File: src/rtl/key_input_reader_if.sv
// ============================================================================
// key_input_reader_if : Avalon-MM slave bus bundle for the key input reader
// Rev 1.0
// ============================================================================
`default_nettype none

interface key_input_reader_if;
   logic        chipselect;
   logic [1:0]  address;
   logic        read;
   logic        write;
   logic [31:0] writedata;
   logic [31:0] readdata;
   logic        irq;

   modport master (
      output chipselect, address, read, write, writedata,
      input  readdata, irq
   );

   modport slave (
      input  chipselect, address, read, write, writedata,
      output readdata, irq
   );
endinterface

`default_nettype wire

File: src/rtl/key_input_reader.sv
// ============================================================================
// key_input_reader : debounced push-button reader with W1C press latch and IRQ
// Rev 1.0
// ============================================================================
`default_nettype none

module key_input_reader #(
   parameter int WIDTH           = 4,
   parameter int DEBOUNCE_CYCLES = 50000
) (
   input  logic                 clk,
   input  logic                 reset_n,
   key_input_reader_if.slave    bus,
   input  logic [WIDTH-1:0]     keys_n
);

   localparam int CNT_W = (DEBOUNCE_CYCLES > 2) ? $clog2(DEBOUNCE_CYCLES) : 1;
   localparam logic [CNT_W-1:0] CNT_LAST = CNT_W'(DEBOUNCE_CYCLES - 1);

   localparam logic [1:0] ADDR_PRESSED = 2'd0;
   localparam logic [1:0] ADDR_RAW     = 2'd1;
   localparam logic [1:0] ADDR_MASK    = 2'd2;
   localparam logic [1:0] ADDR_EDGE    = 2'd3;

   logic [WIDTH-1:0] sync_meta;
   logic [WIDTH-1:0] sync;
   logic [WIDTH-1:0] stable;
   logic [WIDTH-1:0] press;
   logic [WIDTH-1:0] edge_cap;
   logic [WIDTH-1:0] irq_mask;
   logic [WIDTH-1:0] cap_clear;
   logic [31:0]      read_word;
   logic [31:0]      readdata;
   logic             irq;
   logic             wr_en;
   logic             rd_en;

   // Released (1) is the idle level, so the synchroniser resets high.
   always_ff @(posedge clk or negedge reset_n) begin
      if (!reset_n) begin
         sync_meta <= '1;
         sync      <= '1;
      end else begin
         sync_meta <= keys_n;
         sync      <= sync_meta;
      end
   end

   generate
      for (genvar i = 0; i < WIDTH; i++) begin : g_key
         logic [CNT_W-1:0] count;
         logic             stable_q;

         always_ff @(posedge clk or negedge reset_n) begin
            if (!reset_n) begin
               count    <= '0;
               stable_q <= 1'b1;
            end else if (sync[i] == stable_q) begin
               count <= '0;
            end else if (count == CNT_LAST) begin
               count    <= '0;
               stable_q <= sync[i];
            end else begin
               count <= count + CNT_W'(1);
            end
         end

         assign stable[i] = stable_q;
         // A press is the accepting edge of a 1->0 transition of the debounced level.
         assign press[i]  = stable_q && !sync[i] && (count == CNT_LAST);
      end
   endgenerate

   assign wr_en     = bus.chipselect && bus.write;
   assign rd_en     = bus.chipselect && bus.read;
   assign cap_clear = (wr_en && (bus.address == ADDR_EDGE)) ? bus.writedata[WIDTH-1:0] : '0;

   always_ff @(posedge clk or negedge reset_n) begin
      if (!reset_n) begin
         irq_mask <= '0;
         edge_cap <= '0;
         irq      <= 1'b0;
      end else begin
         if (wr_en && (bus.address == ADDR_MASK)) begin
            irq_mask <= bus.writedata[WIDTH-1:0];
         end
         // OR-ing press after the clear lets a same-cycle press win over W1C.
         edge_cap <= (edge_cap & ~cap_clear) | press;
         irq      <= |(edge_cap & irq_mask);
      end
   end

   always_comb begin
      read_word = '0;
      case (bus.address)
         ADDR_PRESSED: read_word[WIDTH-1:0] = ~stable;
         ADDR_RAW:     read_word[WIDTH-1:0] = ~sync;
         ADDR_MASK:    read_word[WIDTH-1:0] = irq_mask;
         ADDR_EDGE:    read_word[WIDTH-1:0] = edge_cap;
         default:      read_word            = '0;
      endcase
   end

   always_ff @(posedge clk or negedge reset_n) begin
      if (!reset_n) begin
         readdata <= '0;
      end else begin
         readdata <= rd_en ? read_word : '0;
      end
   end

   assign bus.readdata = readdata;
   assign bus.irq      = irq;

   generate
      if (WIDTH < 32) begin : g_spare
         logic unused_writedata_hi;
         assign unused_writedata_hi = ^bus.writedata[31:WIDTH];
      end
   endgenerate

endmodule

`default_nettype wire

File: src/flat_wrapper.sv
// flat-port wrapper written by rule: the top's interface ports become plain ports
module key_input_reader_flat 
#(
   parameter int WIDTH           = 4,
   parameter int DEBOUNCE_CYCLES = 50000
)
  (clk, reset_n, keys_n, bus_chipselect, bus_address, bus_read, bus_write, bus_writedata, bus_readdata, bus_irq);
  key_input_reader_if bus_i ();
  input  logic clk;
  input  logic reset_n;
  input  logic [WIDTH-1:0] keys_n;
  input wire logic [$bits(bus_i.chipselect)-1:0] bus_chipselect;
  input wire logic [$bits(bus_i.address)-1:0] bus_address;
  input wire logic [$bits(bus_i.read)-1:0] bus_read;
  input wire logic [$bits(bus_i.write)-1:0] bus_write;
  input wire logic [$bits(bus_i.writedata)-1:0] bus_writedata;
  output wire logic [$bits(bus_i.readdata)-1:0] bus_readdata;
  output wire logic [$bits(bus_i.irq)-1:0] bus_irq;
  assign bus_i.chipselect = bus_chipselect;
  assign bus_i.address = bus_address;
  assign bus_i.read = bus_read;
  assign bus_i.write = bus_write;
  assign bus_i.writedata = bus_writedata;
  assign bus_readdata = bus_i.readdata;
  assign bus_irq = bus_i.irq;
  key_input_reader #(.WIDTH(WIDTH), .DEBOUNCE_CYCLES(DEBOUNCE_CYCLES)) u_core (.clk(clk), .reset_n(reset_n), .bus(bus_i), .keys_n(keys_n));
endmodule
File: config.mk
export PLATFORM = sky130hd
export DESIGN_NAME = key_input_reader_flat
export DESIGN_NICKNAME = d
export VERILOG_FILES = /design/src/rtl/key_input_reader_if.sv /design/src/rtl/key_input_reader.sv /design/src/flat_wrapper.sv
export SDC_FILE = /design/constraint.sdc
export NUM_CORES = 1
export LEC_CHECK = 0
export ABC_AREA = 1
export BUFFER_PORTS_ARGS = -buffer_cell sky130_fd_sc_hd__buf_4
export CAP_MARGIN = 20
export CORE_ASPECT_RATIO = 1.2
export CORE_MARGIN = 1
export CORE_UTILIZATION = 62
export DETAILED_ROUTE_END_ITERATION = 10
export PLACE_DENSITY = 0.86
export SKIP_LAST_GASP = 1
export SYNTH_ARGS = -nofsm -noshare
export SYNTH_HDL_FRONTEND = slang
export SYNTH_SLANG_ARGS = --single-unit
File: constraint.sdc
create_clock -name clk -period 4.2 [get_ports clk]
set_input_delay 0.63 -clock clk [delete_from_list [all_inputs] [get_ports clk]]
set_output_delay 0.63 -clock clk [all_outputs]
set_load 0.01 [all_outputs]
* Word level (Yosys, flattened, before mapping)
Index checks and enable logic that the tools add are counted.
W data, S select, Z words.
** Operators by class
- Add/sub/neg operators :: 4
- Equal/unequal tests :: 11
- Mux-type cells :: 11
- Bitwise gates (word level) :: 10
- Reduce and logical (&&, ||, !) cells :: 22
** Operators by type and width (count)
- $mux W16 :: 8
- $add A16 B1 Y16 const B :: 4
- $eq A16 B16 Y1 const B :: 4
- $pmux W4 S4 :: 1
- $logic_and A1 B1 Y1 :: 12
- $not A4 Y4 :: 3
- $and A4 B4 Y4 :: 2
- $mux W4 :: 2
- $reduce_and A2 Y1 :: 4
- $eq A1 B1 Y1 :: 4
- $eq A2 B2 Y1 const B :: 2
- $logic_not A1 Y1 :: 4
- $not A1 Y1 :: 4
- $or A4 B4 Y4 :: 1
- $reduce_or A4 Y1 :: 1
- $eq A2 B1 Y1 const B :: 1
- $logic_not A2 Y1 :: 1
** Word-level totals
- Register bits after elaboration :: 117
- Input port bits :: 43
- Word-level logic and storage cells :: 72

* Depth between registers and ports, before layout
- Word-level depth :: 6
- Depth in mapped cells :: 7

* Worst setup path after synthesis
No wires, ideal clock.
- Path kind :: register to register
- Start :: reg u_core.sync[0]
- End :: reg u_core.g_key[0].stable_q
- Library setup time :: 0.079 ns
- Data arrival time :: 1.307 ns
- Required time :: 4.121 ns
- Setup slack :: 2.814 ns
- Stages on the path, launching flop included :: 6
- Buffers on the path :: 0
- Clock period less this slack :: 1.386 ns
- Path through :: dfstp_2 inv_1 ha_1 inv_1 nand3_1 o21ai_0
** On the way
- Longest elaborated chain between the ends :: 3
** Ends and longest elaborated chain
- start, declared :: RTL line key_input_reader.sv:26 : logic [WIDTH-1:0] sync;
- start signal, assigned :: RTL line key_input_reader.sv:45 : sync <= sync_meta;
- $eq A1 B1 Y1 :: RTL line key_input_reader.sv:58 : end else if (sync[i] == stable_q) begin
- $not A1 Y1 (no source line)
- $reduce_and A2 Y1 (no source line)
- end signal, assigned :: RTL line key_input_reader.sv:62 : stable_q <= sync[i];
- end, declared :: RTL line key_input_reader.sv:52 : logic stable_q;
Several ways; a longest one is shown, not always the timed one.
A chain may end at the register's enable or synchronous reset.

* Worst setup path in the final report
Ends and elaborated chain as after synthesis.

==> flow_metrics.env <==
export IMPL_placement_rows=35
export IMPL_post_layout_nonfiller_instances=760
export IMPL_clock_path_buffers=2
export IMPL_cp_arrival_ps=1970
export IMPL_fmax_ghz=0.591
export IMPL_fillers=617
export IMPL_h_tree_depth=3
export IMPL_final_core_utilization_pct=68.8
export IMPL_clkLatencyLatePin_ps=370
export IMPL_timing_rr_end="u_core.g_key[0].stable_q"
export IMPL_dieArea_um2=8260
export IMPL_final_antenna_net_count=0
export IMPL_clkTransAtPathRegs_ps=90
export IMPL_placement_io_buffers=19
export IMPL_drt_first_iter_violations=292
export IMPL_cts_tree="yes"
export IMPL_swShare_pct=23.4
export IMPL_synth_warning_count=0
export IMPL_post_synth_inst_count=636
export IMPL_grt_first_pass_wirelength_um=17000
export IMPL_power_per_cell_area_nw_per_um2=329
export IMPL_globalplace_congestion=0.906
export IMPL_ff2ff_setup_slack_ps=2510
export IMPL_detail_route_wl_per_cell_um=13.0
export IMPL_cts_buffers=9
export IMPL_final_critical_path_setup_slack_ps=2510
export IMPL_number_of_global_route_vias_before_repair=4013
export IMPL_drc_errors=0
export IMPL_fraction_of_layout_instances_using_a_drive_strength_above_1_pct=10.5
export IMPL_layout_area_seq_um2=2240
export IMPL_ctsHoldBuffers=0
export IMPL_r2r_cells=5
export IMPL_num_nets_final=715
export IMPL_fin_worst_skew_ps=10.4
export IMPL_clock_power_share_pct=40.0
export IMPL_worst_setup_path_startpoint="u_core.sync[0]"
export IMPL_leakagePower_nw=2.51
export IMPL_multiInputGateArea_um2=2240
export IMPL_antenna_violations_before_repair=0
export IMPL_maxCapViolations=0
export IMPL_synth_yosys_seq_area_share_pct=45.8
export IMPL_fin_tns_setup_ps=0
export IMPL_grt_use_total_pct=25.7
export IMPL_grt_start_max_net_pins=60
export IMPL_min_delay_path_class="in2async"
export IMPL_run_status="finished clean"
export IMPL_share_comb_of_total_power_pct=7.3
export IMPL_finalCriticalPeriod_ps=1690
export IMPL_post_cts_resized=0
export IMPL_syn_to_final_growth_pct=7.75
export IMPL_hold_ws_ps=311
export IMPL_timing_worst_slew_pin_value_ps=718
export IMPL_postSynthRegisterBits=89
export IMPL_die_w_um=83.1
export IMPL_overflow=0
export IMPL_power_switching_mw=0.406
export IMPL_cts_num_sinks=89
export IMPL_drv_slew=0
export IMPL_unrepaired_setup_endpoints_after_global_routing="false"
export IMPL_totalWireLength_um=9900
export IMPL_final_hold_violation_count=0
export IMPL_critPathCaptureType="flip-flop"
export IMPL_ys_types=29
export IMPL_vdd_ir_drop_max_mv=0.256
export IMPL_synth_cell_area_um2=4890
export IMPL_drtPass1Iterations=5
export IMPL_viasPerCell=5.50
export IMPL_vias=4179
export IMPL_critical_path_reg2reg_startpoint="u_core.sync[0]"
export IMPL_synth_top_area_cell="dfrtp_1"
export IMPL_ctsRootBufferMaster="clkbuf_8"
export IMPL_start_util_pct=63.9
export IMPL_slew_limit_headroom_pct=52.1
export IMPL_place_detailed_hpwl_um=7200
export IMPL_post_synth_top_area_fraction_pct=39.4
export IMPL_instance_count_after_placement_with_tap_cells_included=745
export IMPL_setup_fix_bufs_post_cts=0
export IMPL_finalCritPeriodShare_pct=40.3
export IMPL_avgSynthCellArea_um2=7.70
export IMPL_pwr_share_seq_pct=52.7
export IMPL_design_core_area_um2=7660
export IMPL_internal_power_contribution_mw=1.33
export IMPL_finalSetupViolCount=0
export IMPL_kind_of_critical_path="reg2reg"
export IMPL_crit_fanout=7
export IMPL_worstSetupEndpoint="u_core.g_key[0].stable_q"
export IMPL_io_pins=76
export IMPL_dp_worst_setup_slack_ps=2510
export IMPL_worstSetupStartpointType="flip-flop"
export IMPL_synth_area_top_cells="dfrtp_1, nor2_1, nand2_1, nand3_1, dfstp_2"
export IMPL_die_h_um=99.3
export IMPL_cp_data_required_time_ps=4480
export IMPL_antenna_fix_cells=0
power groups by stage:
stage          clock [mW]  sequential, mW  combinational (mW)
2_1_floorplan           0           0.927              0.0924
3_3_place_gp            0           0.928               0.123
3_5_place_dp            0           0.929               0.128
4_1_cts             0.705           0.913               0.129
5_1_grt             0.736           0.917               0.146
6_report            0.693           0.913               0.127
layout make-up:
class	count	share of cell area [%]
Clock buffer	10	2.42
Clock inverter	5	1.99
Inverter	77	5.48
Multi-Input combinational cell	467	42.6
Sequential cell	89	42.5
Tap cell	92	2.18
Timing Repair Buffer	20	2.85
critical path: stages (launching register included):
cell     delay [ps]
dfstp_2         540
inv_1            50
ha_1            400
inv_1           260
nand3_1         150
o21ai_0         210
through the flow:
step	area [um2]	power, mW
final	5270	1.73
after global routing	5270	1.80
after CTS	5270	1.75
after detailed placement	5040	1.06
after global placement	5040	1.05
after floorplan	5000	1.02
state kept, by name, summed over array words and instances (netlist names):
signal,flops
u_core.g_key.count,64
u_core.bus.readdata,4
u_core.edge_cap,4
u_core.g_key.stable_q,4
u_core.irq_mask,4
u_core.sync,4
u_core.sync_meta,4
u_core.bus.irq,1
cells in the mapped netlist:
library cell	number
a211oi_1	1
a21o_1	1
a21oi_1	11
a31oi_1	7
buf_2	2
buf_4	28
conb_1	1
dfrtp_1	77
dfstp_2	12
ha_1	8
inv_1	77
nand2_1	120
nand2_2	6
nand2_4	2
nand3_1	64
nand3_2	5
nand4_1	10
nor2_1	134
nor2_2	8
nor3_1	6
nor3_2	2
nor3_4	1
nor3b_1	3
o21ai_0	19
o21ai_1	3
o21bai_1	4
o22ai_1	4
xnor2_1	6
xor2_1	14
layer usage:
layer | routed length [um] | global-route usage, % | up-vias
met5 | 0 | 0 | -
met3 | 559 | 4.90 | 27
met2 | 5010 | 45.5 | 172
met4 | 260 | 12.1 | 0
met1 | 4070 | 30.2 | 1963
li1 | - | - | 2017
cell families (layout without fill, tap and decap cells):
kind of cell	Yosys count	count (layout)	synth area share [%]
xor+xnor	20	20	3.58
compound gates	50	50	5.70
fa+ha+maj	8	8	2.05
simple gates	361	361	32.4
buf+inv	107	112	10.4
flops	89	89	45.8
other cells	1	28	0.0766
how the worst min path moves through the flow:
stage                                      to  slack (ps)  depth (start not counted)
floorplan                      u_core.bus.irq         330                          0
global placement               u_core.sync[0]         350                          0
detailed placement             u_core.sync[0]         350                          0
CTS                  u_core.g_key[3].count[8]         340                          1
global route              u_core.sync_meta[2]         350                          1
finish              u_core.g_key[3].count[12]         310                          1
placed cells by master (no fill, tap or decap), types with 2 or more instances in the layout:
cell,count
nor3b_1,3
nor3_1,6
nand3_2,5
nor2_1,134
inv_1,77
o21bai_1,4
nand4_1,10
nand3_1,64
clkinvlp_4,2
dfstp_2,12
nor2_2,8
bufinv_16,3
nand2_2,6
nor3_2,2
o21ai_0,19
a31oi_1,7
nand2_4,2
o22ai_1,4
nand2_1,120
buf_4,20
conb_1,28
clkbuf_8,9
xnor2_1,6
xor2_1,14
o21ai_1,3
ha_1,8
a21oi_1,11
dfrtp_1,77
Note: power is estimated with default switching activity, not from simulation.
